## config.mk

```make
export PLATFORM = sky130hd
export DESIGN_NAME = divider
export DESIGN_NICKNAME = d
export VERILOG_FILES = /design/src/rtl/divider.sv
export SDC_FILE = /design/constraint.sdc
export NUM_CORES = 1
export LEC_CHECK = 0
export CAP_MARGIN = 25
export CORE_ASPECT_RATIO = 0.6
export CORE_MARGIN = 2
export CORE_UTILIZATION = 45
export DETAILED_ROUTE_END_ITERATION = 7
export PLACE_DENSITY_LB_ADDON = 0.1
export SKIP_CTS_REPAIR_TIMING = 1
export SLEW_MARGIN = 20
export SYNTH_ARGS = -nofsm -noshare
export SYNTH_HDL_FRONTEND = slang
export SYNTH_SLANG_ARGS = --single-unit
```

## constraint.sdc

```tcl
create_clock -name clk -period 2.61 [get_ports clk]
set_input_delay 0.522 -clock clk [delete_from_list [all_inputs] [get_ports clk]]
set_output_delay 0.522 -clock clk [all_outputs]
set_load 0.005 [all_outputs]
```

## src/rtl/divider.sv

```systemverilog
// 32-bit signed/unsigned restoring divider: hi = remainder, lo = quotient (DIV_ZERO_DETECT_EN adds div_zero and a zero-divisor fast path).
// Latency: completed pulses 34 cycles after the accepting edge (2 cycles for a detected zero divisor).
// Backpressure: no queueing; DivE is only honoured in IDLE and ignored while busy.
module divider (
    input  logic        clk,
    input  logic        rst,
    input  logic [31:0] SrcAE,
    input  logic [31:0] SrcBE,
    input  logic        DivE,
    input  logic        DivSgn,
    output logic [31:0] hi,
    output logic [31:0] lo,
    output logic        busy,
    output logic        completed
`ifdef DIV_ZERO_DETECT_EN
    ,
    output logic        div_zero
`endif
);

    typedef enum logic [1:0] {IDLE, RUN, FIX} state_t;

    state_t      r_state;
    logic [4:0]  r_cnt;
    logic [32:0] r_rem;
    logic [31:0] r_quo;
    logic [31:0] r_dsr;
    logic        r_sgn_a;
    logic        r_sgn_b;
`ifdef DIV_ZERO_DETECT_EN
    logic        r_zero;
`endif

    logic [31:0] w_mag_a;
    logic [31:0] w_mag_b;
    logic [32:0] w_shift;
    logic [32:0] w_sub;
    logic        w_ge;
    logic [31:0] w_quo_fix;
    logic [31:0] w_rem_fix;

    assign w_mag_a = (DivSgn && SrcAE[31]) ? (32'd0 - SrcAE) : SrcAE;
    assign w_mag_b = (DivSgn && SrcBE[31]) ? (32'd0 - SrcBE) : SrcBE;

    // The dividend shifts out of r_quo's MSB while quotient bits shift in at the LSB.
    assign w_shift = {r_rem[31:0], r_quo[31]};
    assign w_ge    = (w_shift >= {1'b0, r_dsr});
    assign w_sub   = w_shift - {1'b0, r_dsr};

    assign w_quo_fix = (r_sgn_a ^ r_sgn_b) ? (32'd0 - r_quo) : r_quo;
    assign w_rem_fix = r_sgn_a ? (32'd0 - r_rem[31:0]) : r_rem[31:0];

    always_ff @(posedge clk) begin
        if (rst) begin
            r_state   <= IDLE;
            r_cnt     <= 5'd0;
            r_rem     <= 33'd0;
            r_quo     <= 32'd0;
            r_dsr     <= 32'd0;
            r_sgn_a   <= 1'b0;
            r_sgn_b   <= 1'b0;
            hi        <= 32'd0;
            lo        <= 32'd0;
            busy      <= 1'b0;
            completed <= 1'b0;
`ifdef DIV_ZERO_DETECT_EN
            r_zero    <= 1'b0;
            div_zero  <= 1'b0;
`endif
        end else begin
            completed <= 1'b0;
            case (r_state)
                IDLE: begin
                    if (DivE) begin
                        r_sgn_a <= DivSgn & SrcAE[31];
                        r_sgn_b <= DivSgn & SrcBE[31];
                        r_quo   <= w_mag_a;
                        r_dsr   <= w_mag_b;
                        r_rem   <= 33'd0;
                        r_cnt   <= 5'd0;
                        busy    <= 1'b1;
                        r_state <= RUN;
`ifdef DIV_ZERO_DETECT_EN
                        r_zero  <= (SrcBE == 32'd0);
                        // Keep the raw dividend so FIX can return it untouched as the remainder.
                        if (SrcBE == 32'd0) begin
                            r_quo   <= SrcAE;
                            r_state <= FIX;
                        end
`endif
                    end
                end
                RUN: begin
                    r_rem <= w_ge ? w_sub : w_shift;
                    r_quo <= {r_quo[30:0], w_ge};
                    r_cnt <= r_cnt + 5'd1;
                    if (r_cnt == 5'd31) begin
                        r_state <= FIX;
                    end
                end
                FIX: begin
`ifdef DIV_ZERO_DETECT_EN
                    if (r_zero) begin
                        hi <= r_quo;
                        lo <= 32'hFFFF_FFFF;
                    end else begin
                        hi <= w_rem_fix;
                        lo <= w_quo_fix;
                    end
                    div_zero <= r_zero;
`else
                    hi <= w_rem_fix;
                    lo <= w_quo_fix;
`endif
                    completed <= 1'b1;
                    busy      <= 1'b0;
                    r_state   <= IDLE;
                end
                default: r_state <= IDLE;
            endcase
        end
    end

endmodule

```

; Word level (Yosys, flattened, before mapping)
; Cells that the tools add are included.
[word_totals]
ff_bits = 171
in_bits = 68
output_inout_bits = 66
word_cells = 52
[op_classes]
n_addsub = 6
magnitude_cmp = 1
eq_ne = 5
n_mux = 17
bitwise_logic = 3
n_reduce_logical = 9
[ops]
columns = op, count
row1 = 32-bit two-way mux, 7
row2 = 32-bit one-hot mux with 2 select lines, 2
row3 = "1-bit by 32-bit subtractor with 32-bit output, first input constant", 4
row4 = 33-bit by 32-bit greater-or-equal comparator with 1-bit output, 1
row5 = 32-bit subtractor, 1
row6 = 5-bit one-hot mux with 2 select lines, 1
row7 = 2-bit AND reduction, 4
row8 = "5-bit by 1-bit adder with 5-bit output, second input constant", 1
row9 = "5-bit equality test, second input constant", 1
row10 = 5-bit two-way mux, 1
row11 = 2-bit two-way mux, 2
row12 = "2-bit != test, second input constant", 2
row13 = 2-bit one-hot mux with 2 select lines, 1
row14 = 2-bit nonzero test, 2
row15 = 1-bit AND, 2
row16 = "2-bit by 1-bit equality test with 1-bit output, second input constant", 1
row17 = "2-bit equality test, second input constant", 1
row18 = 1-bit logical AND, 2
row19 = 2-bit logical NOT, 1
row20 = 1-bit two-way mux, 2
row21 = 1-bit one-hot mux with 2 select lines, 1
row22 = 1-bit bitwise XOR, 1

; Longest topological paths before layout
[depth]
word_depth = 4
ltp_mapped = 13
depth_no_buf = 13

; Worst setup path after synthesis
; Ideal clock, no wire load.
[synth_timing]
path_kind = register -> register
from = register r_rem[7]
to = register r_rem[10]
setup_ns = 0.128
arrival_time_ns = 2.632
required_ns = 2.482
path_slack_ns = -0.150
path_stages_with_launch = 13
path_buffers = 2
period_less_slack_ns = 2.760
cell_sequence = dfxtp_1 > ha_1 > buf_4 > nand4_2 > nor2_2 > a21boi_2 > o211ai_2 > a31o_2 > o21a_4 > o311ai_4 > buf_6 > mux2i_1 > o21ai_1
[synth_via]
elab_chain_cells = 3
word_cells_on_any_way = 4
classes_between = add/sub (1) / order compare (1) / mux (2)
[synth_lines]
columns = element, line
row1 = start: declaration, 25  ; logic [32:0] r_rem;
row2 = start signal: assignment, 94  ; r_rem <= w_ge ? w_sub : w_shift;
row3 = 32-bit subtractor / 33-bit by 32-bit greater-or-equal comparator with 1-bit output (equally long branches), "48, 47"
row4 = 32-bit two-way mux *, 94
row5 = 32-bit one-hot mux with 2 select lines *, 72  ; case (r_state)
; Mark *: on every way between the ends. The rest lies on a longest branch, timed or not.
; A chain may end at the register's enable or synchronous reset.

; Worst setup path in the final report
[layout_timing]
from = register r_dsr[1]
to = register r_rem[12]
[layout_via]
elab_chain_cells = 3
word_cells_on_any_way = 4
classes_between = add/sub (1) / order compare (1) / mux (2)
[layout_lines]
columns = element, line
row1 = start: declaration, 27  ; logic [31:0] r_dsr;
row2 = start signal: assignment, 78  ; r_dsr <= w_mag_b;
row3 = 32-bit subtractor / 33-bit by 32-bit greater-or-equal comparator with 1-bit output (equally long branches), "48, 47"
row4 = 32-bit two-way mux *, 94
row5 = 32-bit one-hot mux with 2 select lines *, 72
; Marks and branches as above.

==> flow_summary.toml <==
[sta]
worst_slew_pin_slew_ns = 0.862
final_max_slew_viol_count = 0
relSlewSlack_pct = 42.1
timing.final.ws_setup_ns = -0.326
finalSetupViolations = 39
timing.final.crit_share_pct = 112
tns_ns = -8.79
rsz0062_at_grt = "true"
timing.fmax_mhz = 341
hold_viol = 0
period_minus_slack_ns = 2.94
fin_skew_ns = 0.0189

[pwr]
powerDensity_mw_per_mm2 = 722
total_power_mw = 10.8
ir_worst_vdd_uv = 392
p_leak_nw = 5.80

[floorplanning]
initial_utilization_pct = 45.5
die_h_um = 122
io_pins = 134
rows = 43
floorplan.core_area_mm2 = 0.0229
dieArea_mm2 = 0.0244
die_w_um = 200

[synth]
postSynthAreaPerCell_um2 = 7.91
yosys_register_bits = 171
ys.warnings.count = 0
synth-edff-count = 0
async_reset_ff_share_pct = 0
ys_seq_area_share_pct = 32.9
ys.flop_type = "dfxtp_1"
syn_nets = 1422
synth_area_mm2 = 0.0104
synth.distinct_cells = 75
synth_cells = 1315

[clock_tree]
cts_buffers = 17
numClockSinks = 171
cts.clk_slew.worst_paths_ns = 0.08
cts_tree = "built"
ctsRootBufferMaster = "clkbuf_16"
cts_max_level = 4
clkLatencyLatePin_ns = 0.44
cts_buffer_depth = 2

[hold_path]
holdPathStages = 2
holdCritPathClass = "input port to flop"
min_delay_worst_endpoint = "r_sgn_b$_SDFFE_PP0P_"
hold_path_startpoint = "rst"

[route]
num_vias = 10440
drc = 0
drt_iter0_markers = 900
drtAntennaViolNets = 0
drt_pre_antenna_iters = 6
totalWireLength_mm = 33.8
wire_per_inst_um = 17.3
avgViaCountPerCell = 5.35

[global_route]
antenna_found_initial = 0
overflow = 0
grt_max_degree = 84
grt.total_usage_pct = 26.9
grt_pass1_wl_mm = 51.5
first_global_vias = 9381

[layout]
drive_above_1_share_pct = 23.6
diodes = 0
syn2layout_area_growth_pct = 43.3
nFillCells = 2013
layout.nets = 1732
layout.cells.most_common = "buf_4"
final_cell_mix = "217 x buf_4, 188 x nand2_1, 158 x dfxtp_1, 126 x clkdlybuf4s50_1, 95 x o21ai_0"

[worst_setup_path]
cpPeakStageDelay_ns = 0.37
timing.critical_path.buf_inv = 3
reg2reg_depth = 13
end_kind = "flop"
cp_max_fo = 8
reg2reg_slack_ns = -0.33
criticalPathCategory = "flop to flop"
cp.required_ns = 2.92
cpMaxStageDelayCell = "o311ai_4"
cp.arrival_ns = 3.25
r2r-end = "r_rem[12]$_SDFFE_PP0P_"
r2r-start = "r_dsr[1]$_SDFFE_PP0P_"
startpoint_type = "flop"
crit_chain = "inv_4 > ha_4 > nor2b_4 > o2111ai_4 > a21boi_4 > o211ai_2 > a31o_4 > o21a_4 > o311ai_4 > buf_4 > clkbuf_16 > mux2i_1 > o21ai_1"
crit_family = "compound AO/OA/AOI/OAI gates"

[run_status]
violations = "setup timing"
status = "complete, but fails checks"

[place]
dp_hpwl_mm = 25.8
port-buffer-count = 133
gp_routability_congestion = 0.945
preCtsSetupSlack_ns = -0.466

[job]
drv_cap = 0
==> area by class of cell <==
cell class / instances / area [um^2] / share of cell area, %
Clock buffer: 17 / 425 / 2.85
Clock inverter: 15 / 180 / 1.21
Inverter: 54 / 205 / 1.38
Multi-Input combinational cell: 1017 / 7060 / 47.4
Sequential cell: 171 / 3440 / 23.1
Tap cell: 315 / 394 / 2.65
Timing Repair Buffer: 364 / 3190 / 21.4
==> layer usage <==
layer  vias up  share of wire (%)  GRT usage [%]
met2       391                 35           32.3
met1      4764                 56           46.3
met5         -                  0              0
li1       5271                  -              -
met4         0               0.51           4.24
met3        14                8.8           5.30
==> registers in the layout, indices dropped and copies added, names as in the netlist <==
signal / flops
r_cnt: 5
r_dsr: 32
r_rem: 32
r_sgn_a: 1
lo: 32
busy: 1
completed: 1
hi: 32
r_state: 2
r_sgn_b: 1
r_quo: 32
==> cell families (layout without fill, tap and decap cells) <==
group	Yosys count	count (layout)	share of synthesized area, %
xor+xnor	144	144	12.1
buf+inv	127	450	4.96
simple gates	412	412	18.8
mux	29	29	2.79
flops	171	171	32.9
compound gates	393	393	23.6
fa+ha+maj	39	39	4.77
==> where the power goes <==
group | switching (mW) | leakage (nW) | internal [mW] | total, mW
logic | 2.64 | 4.12 | 2.60 | 5.23
registers | 0.155 | 1.40 | 2.77 | 2.92
clock network | 1.22 | 0.289 | 1.37 | 2.60
==> how the worst max path moves through the flow <==
stage	start	to	depth (start not counted)
global placement	SrcBE[8]	r_dsr[27]$_SDFFE_PP0P_	12
detailed placement	SrcBE[8]	r_dsr[29]$_SDFFE_PP0P_	11
CTS	r_dsr[9]$_SDFFE_PP0P_	r_rem[6]$_SDFFE_PP0P_	12
global route	r_dsr[1]$_SDFFE_PP0P_	r_rem[4]$_SDFFE_PP0P_	13
finish	r_dsr[1]$_SDFFE_PP0P_	r_rem[12]$_SDFFE_PP0P_	13
floorplan	r_dsr[10]$_SDFFE_PP0P_	r_rem[9]$_SDFFE_PP0P_	13
==> synth_stat cells (all sizes together) (4+ instances only) <==
master / count / share of area (%)
mux2i: 29 / 2.8
nand3: 19 / 0.91
a311oi: 4 / 0.34
o41ai: 13 / 1.2
nor3: 23 / 1.3
or3: 16 / 1.1
o21a: 7 / 0.58
dfxtp: 171 / 33
nand2b: 5 / 0.37
or4: 8 / 0.58
a31oi: 11 / 0.66
a21o: 11 / 0.79
nand4: 8 / 0.60
a22oi: 29 / 2.1
nor4: 10 / 0.90
inv: 54 / 1.9
nand3b: 7 / 0.63
buf: 19 / 1.1
nand2: 193 / 7.0
ha: 38 / 4.6
and2: 10 / 0.61
xnor2: 67 / 5.6
nor2b: 14 / 0.87
clkbuf: 54 / 1.9
o211ai: 5 / 0.46
a211oi: 27 / 1.9
and3: 6 / 0.36
o21ai: 142 / 6.8
nor2: 83 / 3.0
a21oi: 96 / 4.6
a21boi: 5 / 0.40
o31ai: 23 / 1.7
or2: 7 / 0.42
xor2: 77 / 6.5
==> metrics by stage <==
step	hold WS, ns	instances	area, um^2	utilization (%)
finish	0.395	1953	14900	65.2
global route	0.406	1953	14900	65.2
detailed placement	0.441	1900	13600	59.3
floorplan	0.432	1315	10500	-
CTS	0.381	1932	14200	62.0
global placement	0.434	1900	13600	59.3
(Power assumes the default switching activity.)
